File: config.mk
export PLATFORM = sky130hd
export DESIGN_NAME = npu_instgen
export DESIGN_NICKNAME = d
export VERILOG_FILES = /design/src/rtl/npu_instgen.sv
export SDC_FILE = /design/constraint.sdc
export NUM_CORES = 1
export LEC_CHECK = 0
export BUFFER_PORTS_ARGS = -buffer_cell sky130_fd_sc_hd__buf_2
export CAP_MARGIN = 15
export CORE_ASPECT_RATIO = 1.75
export CORE_MARGIN = 5
export CORE_UTILIZATION = 45
export CTS_CLUSTER_DIAMETER = 200
export DETAILED_ROUTE_END_ITERATION = 7
export PLACE_DENSITY_LB_ADDON = 0.08
export SETUP_SLACK_MARGIN = 0.1
export SLEW_MARGIN = 20
export SYNTH_ARGS = -nofsm -noshare
export SYNTH_HDL_FRONTEND = slang
export SYNTH_SLANG_ARGS = --single-unit
File: constraint.sdc
create_clock -name clk -period 7.2 [get_ports clk]
set_input_delay 0.36 -clock clk [delete_from_list [all_inputs] [get_ports clk]]
set_output_delay 0.36 -clock clk [all_outputs]
set_load 0.02 [all_outputs]
File: src/rtl/npu_instgen.sv
// Layer-level instruction generator: latches a layer descriptor, splits output
// channels into PE_NUM-wide groups and issues one decoder instruction per group.
module npu_instgen #(
  parameter int PE_NUM  = 16,
  parameter int DATA_W  = 16,
  parameter int FRAM_AW = 16,
  parameter int KRAM_AW = 16
) (
  input  logic               clk,
  input  logic               rst_n,
  input  logic               start,
  input  logic [FRAM_AW-1:0] cfg_feature_baseaddr,
  input  logic [KRAM_AW-1:0] cfg_kernel_baseaddr,
  input  logic [DATA_W-1:0]  cfg_chin,
  input  logic [DATA_W-1:0]  cfg_chout,
  input  logic [DATA_W-1:0]  cfg_width,
  input  logic [DATA_W-1:0]  cfg_height,
  input  logic [7:0]         cfg_kh,
  input  logic [7:0]         cfg_kw,
  input  logic               cfg_has_bias,
  input  logic               cfg_has_relu,
  input  logic [FRAM_AW-1:0] cfg_wb_baseaddr,
  input  logic [DATA_W-1:0]  cfg_wb_ch_offset,
  output logic [FRAM_AW-1:0] feature_baseaddr,
  output logic [KRAM_AW-1:0] kernel_baseaddr,
  output logic [DATA_W-1:0]  feature_chin,
  output logic [DATA_W-1:0]  feature_chout,
  output logic [DATA_W-1:0]  feature_width,
  output logic [DATA_W-1:0]  feature_height,
  output logic [7:0]         kernel_sizeh,
  output logic [7:0]         kernel_sizew,
  output logic               has_bias,
  output logic               has_relu,
  output logic [FRAM_AW-1:0] wb_baseaddr,
  output logic [DATA_W-1:0]  wb_ch_offset,
  output logic [DATA_W-1:0]  valid_pe_num,
  output logic               inst_valid,
  output logic               tlast,
  input  logic               decoder_ready,
  output logic               busy,
  output logic               done
);

  typedef enum logic [1:0] {IDLE, CALC, ISSUE, DONE} state_t;

  localparam logic [DATA_W-1:0] PE_W = DATA_W'(PE_NUM);

  state_t state_q, state_d;

  logic [FRAM_AW-1:0] fbase_q, fbase_d, wbase_q, wbase_d, waddr_q, waddr_d, wstride_q, wstride_d;
  logic [KRAM_AW-1:0] kbase_q, kbase_d, kaddr_q, kaddr_d, kstride_q, kstride_d;
  logic [DATA_W-1:0]  chin_q, chin_d, chout_q, chout_d, width_q, width_d;
  logic [DATA_W-1:0]  height_q, height_d, wofs_q, wofs_d, rem_q, rem_d;
  logic [7:0]         kh_q, kh_d, kw_q, kw_d;
  logic               bias_q, bias_d, relu_q, relu_d;

  logic last_grp;
  logic xfer;

  assign last_grp = (rem_q <= PE_W);
  assign xfer     = (state_q == ISSUE) && decoder_ready;

  always_ff @(posedge clk or negedge rst_n) begin
    if (!rst_n) state_q <= IDLE;
    else        state_q <= state_d;
  end

  always_comb begin
    state_d = state_q;
    case (state_q)
      IDLE:    if (start) state_d = CALC;
      CALC:    state_d = (chout_q == '0) ? DONE : ISSUE;
      ISSUE:   if (xfer && last_grp) state_d = DONE;
      DONE:    state_d = IDLE;
      default: state_d = IDLE;
    endcase
  end

  always_comb begin
    busy          = (state_q != IDLE);
    inst_valid    = (state_q == ISSUE);
    done          = (state_q == DONE);
    tlast         = (state_q == ISSUE) && last_grp;
    feature_chout = (rem_q > PE_W) ? PE_W : rem_q;
    valid_pe_num  = feature_chout;
  end

  assign feature_baseaddr = fbase_q;
  assign kernel_baseaddr  = kaddr_q;
  assign feature_chin     = chin_q;
  assign feature_width    = width_q;
  assign feature_height   = height_q;
  assign kernel_sizeh     = kh_q;
  assign kernel_sizew     = kw_q;
  assign has_bias         = bias_q;
  assign has_relu         = relu_q;
  assign wb_baseaddr      = waddr_q;
  assign wb_ch_offset     = wofs_q;

  // Strides are computed in the address width so truncation falls out of the arithmetic.
  always_comb begin
    fbase_d = fbase_q;  kbase_d = kbase_q;  wbase_d = wbase_q;
    chin_d = chin_q;    chout_d = chout_q;  width_d = width_q;
    height_d = height_q; kh_d = kh_q;       kw_d = kw_q;
    bias_d = bias_q;    relu_d = relu_q;    wofs_d = wofs_q;
    kstride_d = kstride_q; wstride_d = wstride_q;
    rem_d = rem_q;      kaddr_d = kaddr_q;  waddr_d = waddr_q;
    case (state_q)
      IDLE: if (start) begin
        fbase_d  = cfg_feature_baseaddr;
        kbase_d  = cfg_kernel_baseaddr;
        wbase_d  = cfg_wb_baseaddr;
        chin_d   = cfg_chin;
        chout_d  = cfg_chout;
        width_d  = cfg_width;
        height_d = cfg_height;
        kh_d     = cfg_kh;
        kw_d     = cfg_kw;
        bias_d   = cfg_has_bias;
        relu_d   = cfg_has_relu;
        wofs_d   = cfg_wb_ch_offset;
      end
      CALC: begin
        kstride_d = KRAM_AW'(PE_NUM) * KRAM_AW'(chin_q) * KRAM_AW'(kh_q) * KRAM_AW'(kw_q);
        wstride_d = FRAM_AW'(PE_NUM) * FRAM_AW'(wofs_q);
        rem_d     = chout_q;
        kaddr_d   = kbase_q;
        waddr_d   = wbase_q;
      end
      ISSUE: if (xfer && !last_grp) begin
        rem_d   = rem_q - PE_W;
        kaddr_d = kaddr_q + kstride_q;
        waddr_d = waddr_q + wstride_q;
      end
      default: ;
    endcase
  end

  always_ff @(posedge clk or negedge rst_n) begin
    if (!rst_n) begin
      fbase_q <= '0;  kbase_q <= '0;  wbase_q <= '0;
      chin_q <= '0;   chout_q <= '0;  width_q <= '0;
      height_q <= '0; kh_q <= '0;     kw_q <= '0;
      bias_q <= 1'b0; relu_q <= 1'b0; wofs_q <= '0;
      kstride_q <= '0; wstride_q <= '0;
      rem_q <= '0;    kaddr_q <= '0;  waddr_q <= '0;
    end else begin
      fbase_q <= fbase_d;  kbase_q <= kbase_d;  wbase_q <= wbase_d;
      chin_q <= chin_d;    chout_q <= chout_d;  width_q <= width_d;
      height_q <= height_d; kh_q <= kh_d;       kw_q <= kw_d;
      bias_q <= bias_d;    relu_q <= relu_d;    wofs_q <= wofs_d;
      kstride_q <= kstride_d; wstride_q <= wstride_d;
      rem_q <= rem_d;      kaddr_q <= kaddr_d;  waddr_q <= waddr_d;
    end
  end

endmodule

==> run metrics <==
Post-Syn Instances=around 1,200; skew final=about 0.0079 ns; Nets=1,802; clk buf depth=3; IO buf count=around 300; largest net degree at the start of global routing=77; clock latency on the worst-skew pair=0.52 ns; register area share after synthesis=41.0%; die area=approximately 0.034 sq mm; antenna-violating nets left=0; Worst Reg-to-Reg Cells=28; Post-synth EDFFs=0; placer's final routability congestion estimate=around 0.84; Reg clk slew, reported paths=~0.06 ns; Die W=141 um; post-route minimum period=around 7.1 ns; fraction of registers with async set/reset=100%; synth unique cells=48; max_slew headroom=27.3%; io pins=between 300 and 400; worst hold path type=primary input to flip-flop; max-slew violation count=0; CTS Buf Count=23; CTS root buf=clkbuf_16; wire per inst=roughly 18 um; critical path required time=roughly 7.6 ns; crit-path max FO=5; die height=~240 um; RSZ-0062 raised after global routing=yes; Setup CP Type=flip-flop to flip-flop; Final Hold Viols=0; depth of the CTS H-tree=1; Max Cap Viol=0; routed vias=~9,600; Ys Warns=0; layout cells sized above 1=37.8%; Mapped Area=about 0.013 sq mm; drt first pass iters=4; ys flop type=dfrtp_1; accumulated negative setup slack=0 ns; CTS Sinks=between 200 and 250; num rows=83; GRT Overall Usage=between 20% and 30%; P&R area growth vs syn=21.9%; crit start category=flip-flop; Hold Path Cell Cnt=2; WP data arrival=about 7.5 ns; mean post-synth cell area=between 10 and 15 sq um; fillers=between 2,000 and 3,000; Final period util=a little over nine tenths; Worst setup EP type=flip-flop; Initial Utilization=45.6%; f_max=around 140 MHz; Yosys reg bits=220; CP max-delay cell=fa_1; DR vias/cell=just over 5; setup violators final=0; area leader, netlist=dfrtp_1; dpl hpwl=26.5 mm; outcome=finished clean; initial DRC count=roughly 300; Synth area leaders=dfrtp_1 (41%), mux2_2 (14%), fa_1 (11%); global-route wire length before repair=55.2 mm; # DRC=0; Core Area=a little under 0.03 sq mm; cell repeated most along the worst path=fa_1; slowest stage delay, CP=~0.52 ns; Yosys top cell area share=41.0%; number of global-route vias before repair=roughly 10,000; CTS tree=yes; initial antenna violation count=8; final wirelength=around 35 mm; global route overflow=0; actual slew at the worst max-slew pin=1.09 ns
final timing paths:
check	from	slack, ns	endpoint
setup / recovery	kernel_sizeh[2]	0.14	kstride_q[15]
hold / removal	cfg_chout[4]	0.06	chout_q[4]
setup reg to reg	kernel_sizeh[2]	0.14	kstride_q[15]
hold reg to reg	kbase_q[0]	0.49	kernel_baseaddr[0]
max in group asynchronous	rst_n	5.49	rem_q[1]
min in group asynchronous	rst_n	0.39	wb_ch_offset[13]
cells in the final DEF, fill, tap and decap left out, types with 3 or more instances in the layout:
cell type | synthesis | routed
a21o_1 | 17 | 17
a21oi_1 | 39 | 38
a22o_1 | 8 | 8
a31oi_1 | 5 | 5
and2_1 | 67 | 66
and3_1 | 8 | 8
buf_2 | 1 | 294
buf_4 | 29 | 47
bufinv_16 | 0 | 3
clkbuf_1 | 38 | 5
clkbuf_16 | 0 | 23
clkinv_2 | 0 | 4
conb_1 | 1 | 20
dfrtp_1 | 220 | 210
dfrtp_2 | 0 | 10
diode_2 | 0 | 6
fa_1 | 74 | 73
ha_1 | 69 | 64
ha_4 | 0 | 4
inv_1 | 124 | 122
mux2_2 | 165 | 165
mux2i_1 | 19 | 19
nand2_1 | 99 | 96
nand2b_1 | 9 | 9
nand3_1 | 15 | 15
nor2_1 | 14 | 14
nor2b_1 | 5 | 5
nor3_1 | 6 | 6
nor3b_1 | 6 | 6
nor4_1 | 6 | 6
o21ai_0 | 49 | 49
o21bai_1 | 6 | 6
o22ai_1 | 11 | 11
o2bb2ai_1 | 4 | 4
xnor2_1 | 40 | 38
xor2_1 | 14 | 14
synthesized netlist by cell type, types with 15 or more instances:
| cell type | count |
|---|---|
| dfrtp_1 | 220 |
| nand3_1 | 15 |
| xnor2_1 | 40 |
| a21oi_1 | 39 |
| mux2i_1 | 19 |
| fa_1 | 74 |
| buf_4 | 29 |
| o21ai_0 | 49 |
| inv_1 | 124 |
| clkbuf_1 | 38 |
| ha_1 | 69 |
| a21o_1 | 17 |
| mux2_2 | 165 |
| and2_1 | 67 |
| nand2_1 | 99 |
sequential cells by signal, summed over array words and instances, names as in the netlist, 16 cells and up:
name	count
rem_q	16
kbase_q	16
chout_q	16
wb_baseaddr	16
feature_width	16
wbase_q	16
feature_chin	16
feature_baseaddr	16
feature_height	16
wb_ch_offset	16
kernel_baseaddr	16
critical path, delay by kind of cell, from the launching register on:
| family | cells | cell delay (ns) |
|---|---|---|
| fa+ha+maj | 9 | 3.77 |
| xor+xnor | 8 | 1.50 |
| buf+inv | 6 | 0.48 |
| flops | 1 | 0.43 |
| compound gates | 2 | 0.40 |
| simple gates | 3 | 0.33 |
area by class of cell:
cell class / count / area (sq um) / share of cell area [%]
Antenna cell: 6 / 15.0 / 0.0918
Clock buffer: 30 / 622 / 3.80
Clock inverter: 11 / 144 / 0.880
Inverter: 124 / 465 / 2.85
Multi-Input combinational cell: 796 / 7250 / 44.4
Sequential cell: 220 / 5520 / 33.7
Tap cell: 382 / 478 / 2.92
Timing Repair Buffer: 344 / 1860 / 11.4
cells by family after synthesis:
kind of cell	Yosys count	share of synthesized area (%)
and+or+nand+nor	245	9.37
DFF	220	41.0
buffers and inverters	195	6.28
muxes	184	15.3
AOI/OAI and AO/OA	147	6.56
adders and majority gates	143	17.5
xor gates and xnor gates	57	3.98
other	1	0.0280
what timing repair did:
item	4_1_cts	5_1_grt
hold buffers	1	0
setup endpoints to repair	1	2
endpoints found under the hold margin	74	0
setup buffers	6	2
pin swaps	13	6
gates resized for setup	7	3
through the flow:
step | hold slack [ns] | setup WS [ns] | cell area [sq um] | std cells | utilization (%)
2_1_floorplan | 0.0644 | 0.0963 | 13600 | 1211 | -
3_3_place_gp | 0.365 | 0.00604 | 15500 | 1857 | 52.6
3_5_place_dp | 0.365 | -0.0697 | 15500 | 1857 | 52.6
4_1_cts | 0.0385 | 0.105 | 16300 | 1905 | 55.5
5_1_grt | 0.0410 | -0.179 | 16400 | 1911 | 55.6
6_report | 0.0645 | 0.137 | 16400 | 1913 | 55.7
per-layer routing:
metal | global-route usage [%] | vias to the layer above | share of wire, %
met5 | 0 | - | 0.090
met4 | 7.76 | 6 | 3.9
met3 | 4.75 | 81 | 6.0
met2 | 39.0 | 233 | 55
met1 | 21.5 | 4763 | 35
li1 | - | 4541 | -
Power is not shown: default switching activity piles up to over one toggle a cycle in this logic, so the estimate is an artifact.
